<file path="src/rtl/vec_mul_tile_sequencer.sv">
// Job sequencer for the vector-multiply datapath: weight FIFO pop, PE reload, UB streaming, result writes.
// Optional performance counters (perf_cycles, perf_stall) are built when VEC_MUL_PERF_CNT_EN is defined.
module vec_mul_tile_sequencer #(
  parameter int ADDRESSSIZE = 10,
  parameter int VEC_CNT_BW  = 8,
  parameter int TILE_CNT_BW = 4,
  parameter int PIPE_LAT    = 2
) (
  input  logic                   clk,
  input  logic                   rstn,
  input  logic                   start,
  input  logic                   abort,
  input  logic [ADDRESSSIZE-1:0] cfg_ub_base,
  input  logic [ADDRESSSIZE-1:0] cfg_res_base,
  input  logic [VEC_CNT_BW-1:0]  cfg_num_vecs,
  input  logic [TILE_CNT_BW-1:0] cfg_num_tiles,
  input  logic                   fifo_empty,
  output logic                   fifo_read_enable,
  output logic                   weight_reload,
  output logic [ADDRESSSIZE-1:0] ub_addr,
  output logic                   ub_addr_valid,
  output logic                   result_we,
  output logic [ADDRESSSIZE-1:0] result_addr,
  output logic                   busy,
  output logic                   done
`ifdef VEC_MUL_PERF_CNT_EN
  ,
  output logic [31:0]            perf_cycles,
  output logic [31:0]            perf_stall
`endif
);

  typedef enum logic [2:0] {
    S_IDLE   = 3'd0,
    S_WLOAD  = 3'd1,
    S_RELOAD = 3'd2,
    S_STREAM = 3'd3,
    S_DRAIN  = 3'd4,
    S_DONE   = 3'd5
  } state_t;

  state_t                 state_q, state_d;
  logic [ADDRESSSIZE-1:0] ub_base_q, ub_base_d;
  logic [ADDRESSSIZE-1:0] ub_addr_q, ub_addr_d;
  logic [ADDRESSSIZE-1:0] result_addr_q, result_addr_d;
  logic [VEC_CNT_BW-1:0]  num_vecs_q, num_vecs_d;
  logic [VEC_CNT_BW-1:0]  vec_cnt_q, vec_cnt_d;
  logic [TILE_CNT_BW-1:0] num_tiles_q, num_tiles_d;
  logic [TILE_CNT_BW-1:0] tile_idx_q, tile_idx_d;
  logic [PIPE_LAT-1:0]    dl_q, dl_d;
  logic [PIPE_LAT:0]      dl_shift;
  logic                   weight_reload_q, weight_reload_d;
  logic                   valid_q, valid_d;
  logic                   busy_q, busy_d;
  logic                   done_q, done_d;
  logic                   start_ok;
  logic                   pop;
`ifdef VEC_MUL_PERF_CNT_EN
  logic [31:0]            perf_cycles_q, perf_cycles_d;
  logic [31:0]            perf_stall_q, perf_stall_d;
`endif

  // Next-state, next-output and counter update logic
  always_comb begin
    dl_shift        = {dl_q, valid_q};
    start_ok        = (state_q == S_IDLE) && start && !abort;
    // The pop follows the FIFO flag in the same cycle so a tile is never requested from an empty FIFO.
    pop             = (state_q == S_WLOAD) && !fifo_empty && !abort;
    state_d         = state_q;
    ub_base_d       = ub_base_q;
    ub_addr_d       = ub_addr_q;
    result_addr_d   = result_addr_q + ADDRESSSIZE'(dl_q[PIPE_LAT-1]);
    num_vecs_d      = num_vecs_q;
    vec_cnt_d       = vec_cnt_q;
    num_tiles_d     = num_tiles_q;
    tile_idx_d      = tile_idx_q;
    dl_d            = dl_shift[PIPE_LAT-1:0];
    weight_reload_d = 1'b0;
    valid_d         = 1'b0;
    done_d          = 1'b0;
    if (abort) begin
      state_d = S_IDLE;
      dl_d    = '0;
    end else begin
      case (state_q)
        S_IDLE: begin
          if (start_ok) begin
            ub_base_d     = cfg_ub_base;
            ub_addr_d     = cfg_ub_base;
            result_addr_d = cfg_res_base;
            num_vecs_d    = cfg_num_vecs;
            num_tiles_d   = (cfg_num_tiles == '0) ? TILE_CNT_BW'(1) : cfg_num_tiles;
            tile_idx_d    = '0;
            vec_cnt_d     = '0;
            if (cfg_num_vecs == '0) begin
              state_d = S_DONE;
              done_d  = 1'b1;
            end else begin
              state_d = S_WLOAD;
            end
          end else begin
            state_d = S_IDLE;
          end
        end
        S_WLOAD: begin
          if (!fifo_empty) begin
            state_d         = S_RELOAD;
            weight_reload_d = 1'b1;
            ub_addr_d       = ub_base_q;
          end else begin
            state_d = S_WLOAD;
          end
        end
        S_RELOAD: begin
          state_d   = S_STREAM;
          valid_d   = 1'b1;
          vec_cnt_d = '0;
        end
        S_STREAM: begin
          if (vec_cnt_q == num_vecs_q - VEC_CNT_BW'(1)) begin
            state_d = S_DRAIN;
          end else begin
            valid_d   = 1'b1;
            vec_cnt_d = vec_cnt_q + VEC_CNT_BW'(1);
            ub_addr_d = ub_addr_q + ADDRESSSIZE'(1);
          end
        end
        S_DRAIN: begin
          if (dl_q == '0) begin
            if (tile_idx_q == num_tiles_q - TILE_CNT_BW'(1)) begin
              state_d = S_DONE;
              done_d  = 1'b1;
            end else begin
              state_d    = S_WLOAD;
              tile_idx_d = tile_idx_q + TILE_CNT_BW'(1);
            end
          end else begin
            state_d = S_DRAIN;
          end
        end
        S_DONE: begin
          state_d = S_IDLE;
        end
        default: begin
          state_d = S_IDLE;
        end
      endcase
    end
    busy_d = (state_d != S_IDLE);
`ifdef VEC_MUL_PERF_CNT_EN
    if (start_ok) begin
      perf_cycles_d = '0;
      perf_stall_d  = '0;
    end else begin
      perf_cycles_d = (busy_q && (perf_cycles_q != '1)) ? perf_cycles_q + 32'd1 : perf_cycles_q;
      perf_stall_d  = ((state_q == S_WLOAD) && fifo_empty && (perf_stall_q != '1)) ?
                      perf_stall_q + 32'd1 : perf_stall_q;
    end
`endif
  end

  // State, counters, delay line and registered outputs
  always_ff @(posedge clk or negedge rstn) begin
    if (!rstn) begin
      state_q         <= S_IDLE;
      ub_base_q       <= '0;
      ub_addr_q       <= '0;
      result_addr_q   <= '0;
      num_vecs_q      <= '0;
      vec_cnt_q       <= '0;
      num_tiles_q     <= '0;
      tile_idx_q      <= '0;
      dl_q            <= '0;
      weight_reload_q <= 1'b0;
      valid_q         <= 1'b0;
      busy_q          <= 1'b0;
      done_q          <= 1'b0;
`ifdef VEC_MUL_PERF_CNT_EN
      perf_cycles_q   <= '0;
      perf_stall_q    <= '0;
`endif
    end else begin
      state_q         <= state_d;
      ub_base_q       <= ub_base_d;
      ub_addr_q       <= ub_addr_d;
      result_addr_q   <= result_addr_d;
      num_vecs_q      <= num_vecs_d;
      vec_cnt_q       <= vec_cnt_d;
      num_tiles_q     <= num_tiles_d;
      tile_idx_q      <= tile_idx_d;
      dl_q            <= dl_d;
      weight_reload_q <= weight_reload_d;
      valid_q         <= valid_d;
      busy_q          <= busy_d;
      done_q          <= done_d;
`ifdef VEC_MUL_PERF_CNT_EN
      perf_cycles_q   <= perf_cycles_d;
      perf_stall_q    <= perf_stall_d;
`endif
    end
  end

  assign fifo_read_enable = pop;
  assign weight_reload    = weight_reload_q;
  assign ub_addr          = ub_addr_q;
  assign ub_addr_valid    = valid_q;
  assign result_we        = dl_q[PIPE_LAT-1];
  assign result_addr      = result_addr_q;
  assign busy             = busy_q;
  assign done             = done_q;
`ifdef VEC_MUL_PERF_CNT_EN
  assign perf_cycles      = perf_cycles_q;
  assign perf_stall       = perf_stall_q;
`endif

endmodule

</file>
<file path="config.mk">
export PLATFORM = sky130hd
export DESIGN_NAME = vec_mul_tile_sequencer
export DESIGN_NICKNAME = d
export VERILOG_FILES = /design/src/rtl/vec_mul_tile_sequencer.sv
export SDC_FILE = /design/constraint.sdc
export NUM_CORES = 1
export LEC_CHECK = 0
export CORE_MARGIN = 2
export CORE_UTILIZATION = 35
export CTS_BUF_LIST = sky130_fd_sc_hd__clkbuf_2
export CTS_CLUSTER_DIAMETER = 40
export CTS_CLUSTER_SIZE = 16
export DETAILED_ROUTE_END_ITERATION = 8
export MAX_ROUTING_LAYER = met4
export PLACE_DENSITY = 0.58
export SETUP_SLACK_MARGIN = 0.2
export SYNTH_ARGS = -nofsm -noshare
export SYNTH_HDL_FRONTEND = slang
export SYNTH_SLANG_ARGS = --single-unit
</file>
<file path="constraint.sdc">
create_clock -name clk -period 2 [get_ports clk]
set_input_delay 0.2 -clock clk [delete_from_list [all_inputs] [get_ports clk]]
set_output_delay 0.2 -clock clk [all_outputs]
set_load 0.05 [all_outputs]
</file>
==> impl_metrics.tcl <==
set metrics [dict create \
    rsz0062_at_grt "yes" \
    ff2ff_setup_slack_ps -190 \
    multi_input_area_um2 2143 \
    worstPathRequired_ps 2380 \
    power.internal_mw 2.674 \
    violations "setup timing" \
    rows 36 \
    ff2ff_path_depth 8 \
    post-dp-hpwl_mm 6.602 \
    syn_inst 373 \
    core_area_um2 9819 \
    synth_area_um2 3563 \
    nFillCells 934 \
    synth_nets 417 \
    yosys.area.top_type "dfrtp_1" \
    period_share_pct 109.3 \
    synthMuxAreaShare_pct 9.270 \
    die_area_um2 11000 \
    setup_slack_ps -186.3 \
    yosysUniqueCellTypes 51 \
    die_y_um 104.9 \
    cellPowerDensity_nw_per_um2 862.1 \
    root_buffer "clkbuf_2" \
    pwr-share-comb_pct 39.5 \
    numCtsBuffers 9 \
    arrival_ps 2560 \
    crit_fanout 5 \
    syn_area_per_cell_um2 9.553 \
    tns_ps -1793 \
    grt_max_degree 33 \
    finClkSkew_ps 32.93 \
    async_flop_share_pct 100.0 \
    antenna_found_initial 1 \
    grt.total_usage_pct 18.41 \
    path_clk_slew_ps 210 \
    r2r_start "num_vecs_q[0]" \
    p_seq_share_pct 39.8 \
    drv_cap 0 \
    end_kind "register" \
    leakage_nw 2.237 \
    ys_top_cells_by_area "dfrtp_1 44%, mux2_2 7.6%, a21oi_1 4.5%, nor2_1 3.5%, xnor2_1 3.2%" \
    h-tree-depth 3 \
    synth_xor_area_share_pct 5.407 \
    synth-main-ff-cell "dfrtp_1" \
    post-route-min-period_ps 2186 \
    worst_pin_slew_ps 523.2 \
    first_pass_iters 4 \
    post_drt_wl_per_cell_um 15.49 \
    drt_wl_total_mm 9.649 \
    grt_pass1_wl_mm 15.97 \
    outcome "complete, but fails checks" \
    relSlewSlack_pct 65.26 \
    synth-seq-area-share_pct 44.24 \
    initial_core_util_pct 36.29 \
    clk-insertion-delay-late_ps 500 \
    synth_top_area_share_pct 44.24 \
    synth_fa_ha_area_share_pct 2.458 \
    finalMaxSlewViolations 0 \
    io_buffers 62 \
    first_iter_violations 155 \
    power_frac_clock_pct 20.8 \
    cts_sinks 63 \
    cts_max_path_buffers 2 \
    ir_drop_mv 0.4321 \
    swShare_pct 39.62 \
    drc 0 \
    ys_ff_latch 63 \
    synth_warnings 0 \
    start_kind "register" \
    layout.nets 528 \
    vias 3241 \
    synth_top_family_by_area "simple AND/OR/NAND/NOR gates" \
    final_antenna_net_count 0 \
    setup_viol 17 \
    ios 63 \
    cts_tree "yes" \
    min_path_type "input pin to async pin" \
    place.gp.congestion 0.8479 \
    gr-total-overflow 0 \
    synth_compound_area_share_pct 13.38 \
    synth-edff-count 0 \
    synthSimpleGateAreaFrac_pct 21.56 \
    critPathKind "register to register" \
    die_w_um 104.9 \
    finalHoldViolations 0 \
    p_switching_mw 1.755 \
    area_growth_pct 44.17 \
    reg2reg_to "ub_addr[0]" \
    grt_pass1_vias 3243 \
    pre_cts_slack_ps -176.6 \
    max_freq_mhz 457.4 \
    holdWs_ps 132.5 \
    drive_above_1_share_pct 30.67 \
    register_area_um2 1579 \
    viasPerCell 5.202 \
]
sequential cells by signal, summed over array words and instances, names as in the netlist:
register	flops
busy	1
tile_idx_q	4
ub_addr	10
dl_q	2
vec_cnt_q	8
num_vecs_q	8
weight_reload	1
ub_base_q	10
result_addr	10
done	1
num_tiles_q	4
ub_addr_valid	1
state_q	3
power by group through the flow:
stage | Sequential, mW | Combinational (mW) | Clock [mW]
3_3_place_gp | 1.76 | 1.60 | 0
2_1_floorplan | 2.10 | 0.677 | 0
3_5_place_dp | 1.77 | 1.62 | 0
6_report | 1.76 | 1.75 | 0.919
5_1_grt | 1.80 | 1.89 | 1.01
4_1_cts | 1.75 | 1.63 | 0.944
Yosys cell counts (2+ instances only):
cell type and number:
a211o_1 4, a211oi_1 2, a21oi_1 32, a31oi_1 6
and3_1 7, and4_1 2, buf_1 3, buf_2 3
buf_6 2, clkbuf_1 11, dfrtp_1 63, ha_1 7
inv_1 10, mux2_2 24, mux2_4 2, mux2i_1 3
nand2_1 29, nand2b_1 6, nand3_1 16, nand3b_1 2
nand4_1 8, nand4b_1 2, nor2_1 33, nor2b_1 6
nor3_1 9, nor3b_1 5, nor4_1 8, o21ai_0 15
o31ai_1 9, or2_2 2, or4_1 2, xnor2_1 13
xor2_1 9
cells by family (layout without fill, tap and decap cells):
family	Yosys count	in the layout
compound gates	78	78
xor+xnor	22	22
fa+ha+maj	7	7
buf+inv	30	146
flops	63	63
mux	29	29
other cells	0	1
simple gates	144	144
stage by stage:
| step | power [mW] | cells | cell area, um^2 | util, % |
|---|---|---|---|---|
| 2_1_floorplan | 2.773 | 373 | 3631 | - |
| 3_3_place_gp | 3.359 | 589 | 4661 | 47.46 |
| 3_5_place_dp | 3.386 | 589 | 4661 | 47.46 |
| 4_1_cts | 4.323 | 617 | 4954 | 50.45 |
| 5_1_grt | 4.697 | 623 | 5137 | 52.32 |
| 6_report | 4.429 | 623 | 5137 | 52.32 |
worst max path at each step:
stage | startpoint | end | slack, ps | cells after the start
floorplan | num_vecs_q[0] | ub_addr[0] | -130 | 10
global placement | num_vecs_q[0] | vec_cnt_q[1] | -140 | 9
detailed placement | num_vecs_q[0] | vec_cnt_q[1] | -180 | 9
CTS | num_vecs_q[0] | ub_addr[0] | -150 | 8
global route | num_vecs_q[0] | ub_addr[0] | -220 | 8
finish | num_vecs_q[0] | ub_addr[0] | -190 | 8
area by class of cell:
type | count | share of cell area [%]
antenna | 1 | 0.04871
clock buffer | 10 | 0.9742
clock inverter | 6 | 1.656
inverter | 11 | 0.8037
multi-input combinational | 280 | 41.72
sequential | 63 | 30.74
tap | 133 | 3.239
timing repair buffer | 119 | 20.82
critical path, cell delays in order (launching register included):
cell and delay [ps]:
dfrtp_1 420, inv_2 60, ha_4 170, nor2b_4 120
or3_4 390, a31oi_4 190, and4_4 270, or2_4 150
mux2_4 290
cell usage in the layout (no fill, tap or decap), types with 5 or more instances in the layout:
cell and n:
nor2b_1 5, inv_2 5, clkbuf_2 14, dlygate4sd2_1 18
nand2b_1 6, a21oi_1 30, xnor2_1 11, and3_1 7
mux2_2 23, nor3_1 7, buf_6 5, buf_4 48
ha_1 5, o21ai_0 5, nand3_1 15, xor2_1 8
clkdlybuf4s50_1 35, dfrtp_1 61, nor2_1 33, o21ai_1 11
nor4_1 6, inv_1 5, nand2_1 26, nand4_1 8
timing repair:
item | 4_1_cts | 5_1_grt
buffers inserted | 11 | 4
gates resized for setup | 56 | 44
pin swaps | 8 | 19
hold buffers | 1 | 0
endpoints found under the hold margin | 48 | 0
endpoints found under the setup margin | 53 | 34
gates cloned | 0 | 1
metal layers:
layer  GRT usage (%)  share of wire (%)  vias to the layer above
met5               -                  0                        -
met4           7.524                1.5                        0
met3           3.182                3.6                       11
met2           29.13                 50                       66
met1           23.42                 45                     1591
li1                -                  -                     1573
(Power assumes the default switching activity.)
